===== src/rtl/ps_responder.sv =====
// ps_responder: far end of the psen/psincdec/psdone phase-shift handshake.
// Rev 1.0 -- fixed-latency responder with a clamped signed phase offset.
`default_nettype none

module ps_responder #(
  parameter int LATENCY = 12,
  parameter int PS_MAX  = 255,
  parameter int PS_MIN  = -255,
  parameter int PW      = 10
) (
  input  logic                 clk,
  input  logic                 rst_n,
  input  logic                 psen,
  input  logic                 psincdec,
  input  logic                 ready,
  input  logic                 err_clr,
  output logic                 psdone,
  output logic signed [PW-1:0] phase,
  output logic                 busy,
  output logic                 at_limit,
  output logic                 req_err
);

  localparam logic [1:0] S_IDLE  = 2'd0;
  localparam logic [1:0] S_SHIFT = 2'd1;
  localparam logic [1:0] S_DONE  = 2'd2;

  localparam logic [7:0]           C_LOAD = 8'(LATENCY - 2);
  localparam logic signed [PW-1:0] C_MAX  = PW'(PS_MAX);
  localparam logic signed [PW-1:0] C_MIN  = PW'(PS_MIN);
  localparam logic signed [PW-1:0] C_ONE  = PW'(1);

  logic [1:0]           state_q, state_d;
  logic [7:0]           cnt_q, cnt_d;
  logic                 dir_q, dir_d;
  logic signed [PW-1:0] phase_q, phase_d;
  logic                 lim_q, lim_d;
  logic                 err_q, err_d;
  logic                 req_bad;

  // Any request outside an enabled IDLE cycle is dropped and flagged.
  assign req_bad = psen & ((state_q != S_IDLE) | ~ready);

  always_comb begin
    state_d = state_q;
    cnt_d   = cnt_q;
    dir_d   = dir_q;
    phase_d = phase_q;
    lim_d   = lim_q;
    case (state_q)
      S_IDLE: begin
        if (psen && ready) begin
          dir_d   = psincdec;
          cnt_d   = C_LOAD;
          state_d = S_SHIFT;
        end
      end
      S_SHIFT: begin
        if (cnt_q == 8'd0) begin
          state_d = S_DONE;
          // Phase lands on the edge into DONE so it is valid alongside psdone.
          if (dir_q) begin
            if (phase_q < C_MAX) begin
              phase_d = phase_q + C_ONE;
              lim_d   = 1'b0;
            end else begin
              lim_d   = 1'b1;
            end
          end else begin
            if (phase_q > C_MIN) begin
              phase_d = phase_q - C_ONE;
              lim_d   = 1'b0;
            end else begin
              lim_d   = 1'b1;
            end
          end
        end else begin
          cnt_d = cnt_q - 8'd1;
        end
      end
      S_DONE:  state_d = S_IDLE;
      default: state_d = S_IDLE;
    endcase
  end

  always_comb begin
    err_d = err_q;
    if (req_bad)      err_d = 1'b1;
    else if (err_clr) err_d = 1'b0;
  end

  always_ff @(posedge clk or negedge rst_n) begin
    if (!rst_n) begin
      state_q <= S_IDLE;
      cnt_q   <= 8'd0;
      dir_q   <= 1'b0;
      phase_q <= '0;
      lim_q   <= 1'b0;
      err_q   <= 1'b0;
    end else begin
      state_q <= state_d;
      cnt_q   <= cnt_d;
      dir_q   <= dir_d;
      phase_q <= phase_d;
      lim_q   <= lim_d;
      err_q   <= err_d;
    end
  end

  assign psdone   = (state_q == S_DONE);
  assign busy     = (state_q != S_IDLE);
  assign phase    = phase_q;
  assign at_limit = lim_q;
  assign req_err  = err_q;

endmodule

`default_nettype wire


===== config.mk =====
export PLATFORM = sky130hd
export DESIGN_NAME = ps_responder
export DESIGN_NICKNAME = d
export VERILOG_FILES = /design/src/rtl/ps_responder.sv
export SDC_FILE = /design/constraint.sdc
export NUM_CORES = 1
export LEC_CHECK = 0
export CAP_MARGIN = 20
export CORE_UTILIZATION = 43
export DETAILED_ROUTE_END_ITERATION = 16
export GPL_TIMING_DRIVEN = 0
export PLACE_DENSITY_LB_ADDON = 0.25
export SLEW_MARGIN = 30
export SYNTH_ARGS = -nofsm -noshare
export SYNTH_HDL_FRONTEND = slang
export SYNTH_SLANG_ARGS = --single-unit

===== constraint.sdc =====
create_clock -name clk -period 6.39 [get_ports clk]
set_input_delay 1.917 -clock clk [delete_from_list [all_inputs] [get_ports clk]]
set_output_delay 1.917 -clock clk [all_outputs]
set_load 0.02 [all_outputs]

==> results of run 1 <==
## worst min-delay path by stage
stage	start	to	cells after the start
2_1_floorplan	cnt_q[0]	cnt_q[0]	1
3_5_place_dp	at_limit	at_limit	2
3_3_place_gp	at_limit	at_limit	2
6_report	at_limit	at_limit	2
5_1_grt	at_limit	at_limit	2
4_1_cts	at_limit	at_limit	2
## synth_stat cells (all sizes together), types with 2 or more instances
cell and n:
o21ai 6, and3 2, nor2 16, dfrtp 23
mux2 5, nand2b 2, a21o 5, a21oi 8
xnor2 9, a31o 2, nand4b 2, ha 10
xor2 5, o21a 3, a221oi 2, nand3 6
nor3 2, nand2 9, nor2b 3, nand4 6
inv 9
## layout make-up
type | count | share of cell area
clock inverters | 1 | 0.002878
plain buffers | 2 | 0.008633
clock buffers | 3 | 0.01295
well taps | 44 | 0.03165
multi-input cells | 116 | 0.4870
flip-flops and latches | 23 | 0.3309
repair buffers | 19 | 0.1065
inverters | 9 | 0.01942
## state kept, by name, indices dropped and copies added (netlist names)
signal and count:
req_err 1, cnt_q 8, phase 10, dir_q 1
state_q 2, at_limit 1
## cell usage in the layout (no fill, tap or decap), types with 6 or more instances in the layout
cell | synthesis | final
clkdlybuf4s50_1 | 0 | 18
inv_1 | 9 | 9
nand4_1 | 6 | 6
xnor2_1 | 9 | 9
nand2_1 | 9 | 9
o21ai_0 | 6 | 6
ha_1 | 10 | 10
nor2_1 | 16 | 16
nand3_1 | 6 | 6
a21oi_1 | 8 | 8
dfrtp_1 | 23 | 23
## worst register-to-register path: stages, from the launching register on
cell     delay, ns
dfrtp_1       0.45
inv_1         0.33
ha_1          0.37
a21o_1        0.21
and2_1        0.17
o41a_1        0.37
or3_1         0.32
a31o_2        0.23
## through the flow
step | util | std cells | instance area (um2)
detailed placement | 0.5429 | 213 | 1712
CTS | 0.5516 | 217 | 1739
global placement | 0.5444 | 213 | 1717
floorplan | - | 150 | 1471
global route | 0.5516 | 217 | 1739
finish | 0.5516 | 217 | 1739
## kinds of logic after synthesis
logic type      count (synthesis)
fa+ha+maj                      11
simple gates                   54
buf+inv                        11
compound gates                 31
xor+xnor                       14
mux                             6
flops                          23
## per-layer routing
metal / global-route usage / up-vias
met5: 0 / -
met4: 0.03247 / 0
met3: 0.05330 / 4
met2: 0.2998 / 28
met1: 0.2598 / 544
li1: - / 579
## report_power, final
| group | internal, mW | total (mW) | switching [mW] |
|---|---|---|---|
| Sequential | 0.146 | 0.146 | 0.000226 |
| Combinational | 0.00329 | 0.00762 | 0.00432 |
| Clock | 0.0234 | 0.0665 | 0.0431 |
==> results.tsv, run 1 <==
stage	metric	value	unit
setup_path	crit_arrival	1.56	ns
cts	postCtsSetupBuffers	0	
cts	clock-sinks	23	
route	dr_wl_met2	1.380	mm
pwr	p_per_area	126.6	nW/um2
cells_and_area	nNetsFinal	191	
cts	cts_buffers	3	
global_routing	track_usage	0.1881	
synth	synth-simple-area-share	0.1905	
synth	synth_seq_cells	23	
cells_and_area	multi_input_area	847.1	um2
global_routing	grt_pass1_vias	1150	
pwr	fin_total_pwr	220.2	uW
timing	slew_viol_final	0	
synth	syn_avg_cell_area	9.809	um2
setup_path	cp-start-kind	register	
floorplan	core_area	3153	um2
synth	synth_cell_type_count	39	
synth	synth_top_family_by_area	simple AND/OR/NAND/NOR gates	
route	avgRoutedWirePerCell	14.00	um
route	wirelength	3.039	mm
floorplan	ios	20	
global_routing	overflow	0	
timing	finalSetupTns	0	ns
route	postRouteAntennaNets	0	
setup_path	critPathMaxFanout	4	
setup_path	required	4.47	ns
setup_path	end_kind	output pin	
setup_path	r2r_slack	3.84	ns
timing	fin_ws	2.917	ns
cells_and_area	layout-drive-gt1-share	0.09827	
timing	min_period_over_period	0.5435	
place	portBuffers	19	
status	status	completed	
pwr	peakVddDrop	145.7	uV
min_path	hold_path_class	reg -> reg	
timing	fin_skew	0.007131	ns
route	drtIter0Drc	42	
synth	ys.flop_type	dfrtp_1	
floorplan	start_util	0.4667	
setup_path	crit_end	busy	
place	post-place-ws	3.262	ns
floorplan	rows	20	
cts	htreeDepth	1	
synth	synthArstFlopShare	1.000	
route	routed.top_layer	met4	
floorplan	die_h	60.50	um
floorplan	die_w	60.50	um
synth	synth_compound_area_frac	0.1505	
synth	synthMuxAreaShare	0.05272	
cts	cts_root_buf	clkbuf_4	
timing	worst_pin_slew	0.5002	ns
setup_path	path_class	reg -> out	
synth	yosys.area.top_type	dfrtp_1	
route	drt-pass1-iter-count	4	
timing	max_freq	287.9	MHz
cts	insertion_delay	0.31	ns
timing	rsz0062_at_grt	no	
cells_and_area	area_growth_syn_to_layout	18.20	%
global_routing	antenna_found_initial	0	
route	vias_per_cell	5.323	
setup_path	worstSetupStartpoint	state_q[0]	
setup_path	reg2reg_depth	7	
route	drc	0	
timing	hold_viol	0	
place	hpwl	2.331	mm
synth	netlist_instances	150	
synth	synthesis.nets	167	
global_routing	grt_max_degree	24	
cts	ctsResizeCount	0	
synth	synth_xor_area_frac	0.08333	
setup_path	cpPeakStageDelay	0.54	ns
setup_path	worst_path_max_delay_cell	clkdlybuf4s50_1	
cts	clkTransAtPathRegs	0.13	ns
cts	cts_hold_buf	0	
cts	cts_tree	done	
synth	synth_area	1471	um2
synth	ys_seq_area_frac	0.3912	
cells_and_area	fill_cells	300	
pwr	p_leak	0.7781	nW
cts	cts.path.max_buffers	2	
route	vias	1155	
floorplan	die-area	3660	um2
synth	synthAdderAreaFrac	0.09864	
global_routing	grt_pass1_wl	5.126	mm
route	wl_met3	122	um
place	gp_congestion	0.8052	
setup_path	path_cells	nor2_1, inv_1, clkdlybuf4s50_1	
route	wl_met1	1.519	mm
cells_and_area	antenna_cells	0	
timing	fin_hold_ws	0.5358	ns
setup_path	critPathTopFamily	buffers and inverters	
synth	synth_edf_count	0	
setup_path	rr_startpoint	dir_q	
synth	synth_area_leaders	dfrtp_1 (39%), ha_1 (8.5%), xnor2_1 (5.4%)	
setup_path	cp_num_buf_inv	2	
job	cap_violations	0	
timing	period_minus_slack	3.473	ns
cells_and_area	seqCellArea	575.6	um2
setup_path	r2r-end	phase[8]	
synth	synth_warnings	0	
setup_path	cp_num_cells	3	
timing	slew-limit-headroom	0.6665	
synth	yosys.area.top_type_share	0.3912	
timing	final-setup-viol-count	0	
No activity file was read; power rests on OpenSTA's default activity.
==> inputs of run 2 (changes only) <==
==> constraint.sdc (replaced) <==
create_clock -name clk -period 3.05 [get_ports clk]
set_input_delay 0.915 -clock clk [delete_from_list [all_inputs] [get_ports clk]]
set_output_delay 0.915 -clock clk [all_outputs]
set_load 0.02 [all_outputs]
==> results of run 2 <==
The final DEF is identical to that of run 1. Status: completed.
Among the figures that moved: setup slack after placement 3.262 ns -> 0.5367 ns; setup slack after layout 2.917 ns -> 0.5013 ns; start point of the critical path state_q[0] -> dir_q; end point of the critical path busy -> phase[8]; register-to-register setup slack 3.84 ns -> 0.50 ns; total power 0.2202 mW -> 0.4614 mW; worst IR drop on VDD 145.7 uV -> 305.3 uV
==> inputs of run 3 (changes only) <==
==> constraint.sdc (replaced) <==
create_clock -name clk -period 2.3 [get_ports clk]
set_input_delay 0.69 -clock clk [delete_from_list [all_inputs] [get_ports clk]]
set_output_delay 0.69 -clock clk [all_outputs]
set_load 0.02 [all_outputs]
==> results.tsv, run 3 (synthesis results as in run 1) <==
stage	metric	value	unit	change
timing	worst_pin_slew	0.5053	ns	+0.005071 ns
cells_and_area	final_common_cell	dfrtp_1		
place	hpwl	2.188	mm	-6.1%
cells_and_area	area_growth_syn_to_layout	20.15	%	
global_routing	use_met3	0.04691		-0.006397
cts	cts_tree	done		
job	cap_violations	0		unchanged
setup_path	required	1.61	ns	
global_routing	track_usage	0.1673		-0.02081
setup_path	crit_arrival	1.50	ns	
route	drc	0		unchanged
status	status	completed		
route	wirelength	2.902	mm	-4.5%
global_routing	grtUsageMet2	0.2716		-0.02826
cts	clock-sinks	23		unchanged
timing	fin_hold_ws	0.3247	ns	-0.2111 ns
route	drtIter0Drc	34		-19%
global_routing	grt_pass1_vias	1062		-7.7%
setup_path	critPathMaxFanout	4		
cts	htreeDepth	1		unchanged
global_routing	use_met1	0.2268		-0.03291
floorplan	core_area	3153	um2	unchanged
floorplan	rows	20		unchanged
cts	cts.path.max_buffers	2		unchanged
cells_and_area	layout-drive-gt1-share	0.1264		+0.02817
route	avgRoutedWirePerCell	13.31	um	-4.9%
timing	period_minus_slack	2.194	ns	
cts	insertion_delay	0.31	ns	about the same
timing	final-setup-viol-count	0		unchanged
setup_path	cp-start-kind	register		
timing	hold_viol	0		unchanged
cells_and_area	finalNonFillerCells	218		+0.46%
global_routing	grt_busiest_layer	met2		
cts	cts_buffers	3		unchanged
timing	finalSetupTns	0	ns	unchanged
place	post-place-ws	-0.1011	ns	
timing	fin_skew	0.002487	ns	-0.004643 ns
floorplan	ios	20		unchanged
setup_path	path_class	reg -> out		
place	gp_congestion	0.8041		-0.14%
timing	slew-limit-headroom	0.6632		-0.003381
cells_and_area	final_area	1768	um2	+1.7%
cells_and_area	largest_reg_flops	10		unchanged
timing	min_period_over_period	0.9541		
cells_and_area	final_core_util	0.5607		+0.009127
pwr	p_leak	0.7742	nW	-0.50%
pwr	fin_total_pwr	609.8	uW	
cells_and_area	final_cell_mix	dfrtp_1 (22), clkdlybuf4s50_1 (18), nor2_1 (15)		
min_path	hold_path_class	in -> async		
place	place_inst	213		unchanged
pwr	p_per_area	344.9	nW/um2	
timing	max_freq	455.7	MHz	
setup_path	end_kind	output pin		
global_routing	grt_max_degree	24		unchanged
place	place_area	1712	um2	unchanged
global_routing	antenna_found_initial	0		unchanged
route	vias	1189		+2.9%
route	postRouteAntennaNets	0		unchanged
cts	cts_root_buf	clkbuf_4		
cells_and_area	nNetsFinal	192		+0.52%
floorplan	die_h	60.50	um	unchanged
cts	clkTransAtPathRegs	0.12	ns	about the same
floorplan	die_w	60.50	um	unchanged
timing	slew_viol_final	0		unchanged
cells_and_area	antenna_cells	0		unchanged
timing	fin_ws	0.1056	ns	
floorplan	die-area	3660	um2	unchanged
place	portBuffers	19		unchanged
route	drt-pass1-iter-count	6		+2
pwr	peakVddDrop	329.6	uV	
global_routing	overflow	0		unchanged
floorplan	start_util	0.4667		unchanged
route	vias_per_cell	5.454		+2.5%
cts	cts_hold_buf	0		unchanged
global_routing	grt_pass1_wl	4.560	mm	-11%
timing	rsz0062_at_grt	no		
-- run 3: critical path, stage by stage, from the launching register on --
cell	delay, ns
dfrtp_1	0.43
nor2_2	0.18
inv_1	0.06
clkdlybuf4s50_1	0.53
-- run 3: cell type report --
type                       instances  area (um2)
buffer                             2       15.01
tap                               44       55.05
multi-input combinational        116       862.1
sequential                        23       576.8
fill                             300        1385
inverter                           9       38.79
timing repair buffer              20       192.7
clock inverter                     1       5.005
clock buffer                       3       22.52
-- run 3: worst paths after layout --
| path | slack (ns) | to | depth (start not counted) | startpoint |
|---|---|---|---|---|
| worst max-delay path | 0.11 | busy | 3 | state_q[0] |
| worst min-delay path | 0.32 | phase[7] | 1 | rst_n |
| worst max register to register | 0.11 | phase[8] | 7 | dir_q |
| worst min register to register | 0.52 | at_limit | 2 | at_limit |
| max in group asynchronous | 1.62 | dir_q | 1 | rst_n |
| min in group clk | 0.52 | at_limit | 2 | at_limit |
-- run 3: what timing repair did --
item / in CTS / in global routing
setup endpoints to repair: 1 / 2
resized for setup: 3 / 2
setup buffers: 1 / 0
-- run 3: report_power, final --
group | switching (mW) | internal (mW) | leakage [nW]
registers | 0.000694 | 0.405 | 0.282
logic | 0.0113 | 0.00911 | 0.474
clock network | 0.118 | 0.0650 | 0.0177
-- run 3: layer usage --
| metal | wire (um) | up-vias |
|---|---|---|
| met5 | 0 | - |
| met4 | 10 | 0 |
| met3 | 133 | 2 |
| met2 | 1319 | 34 |
| met1 | 1438 | 571 |
| li1 | - | 582 |
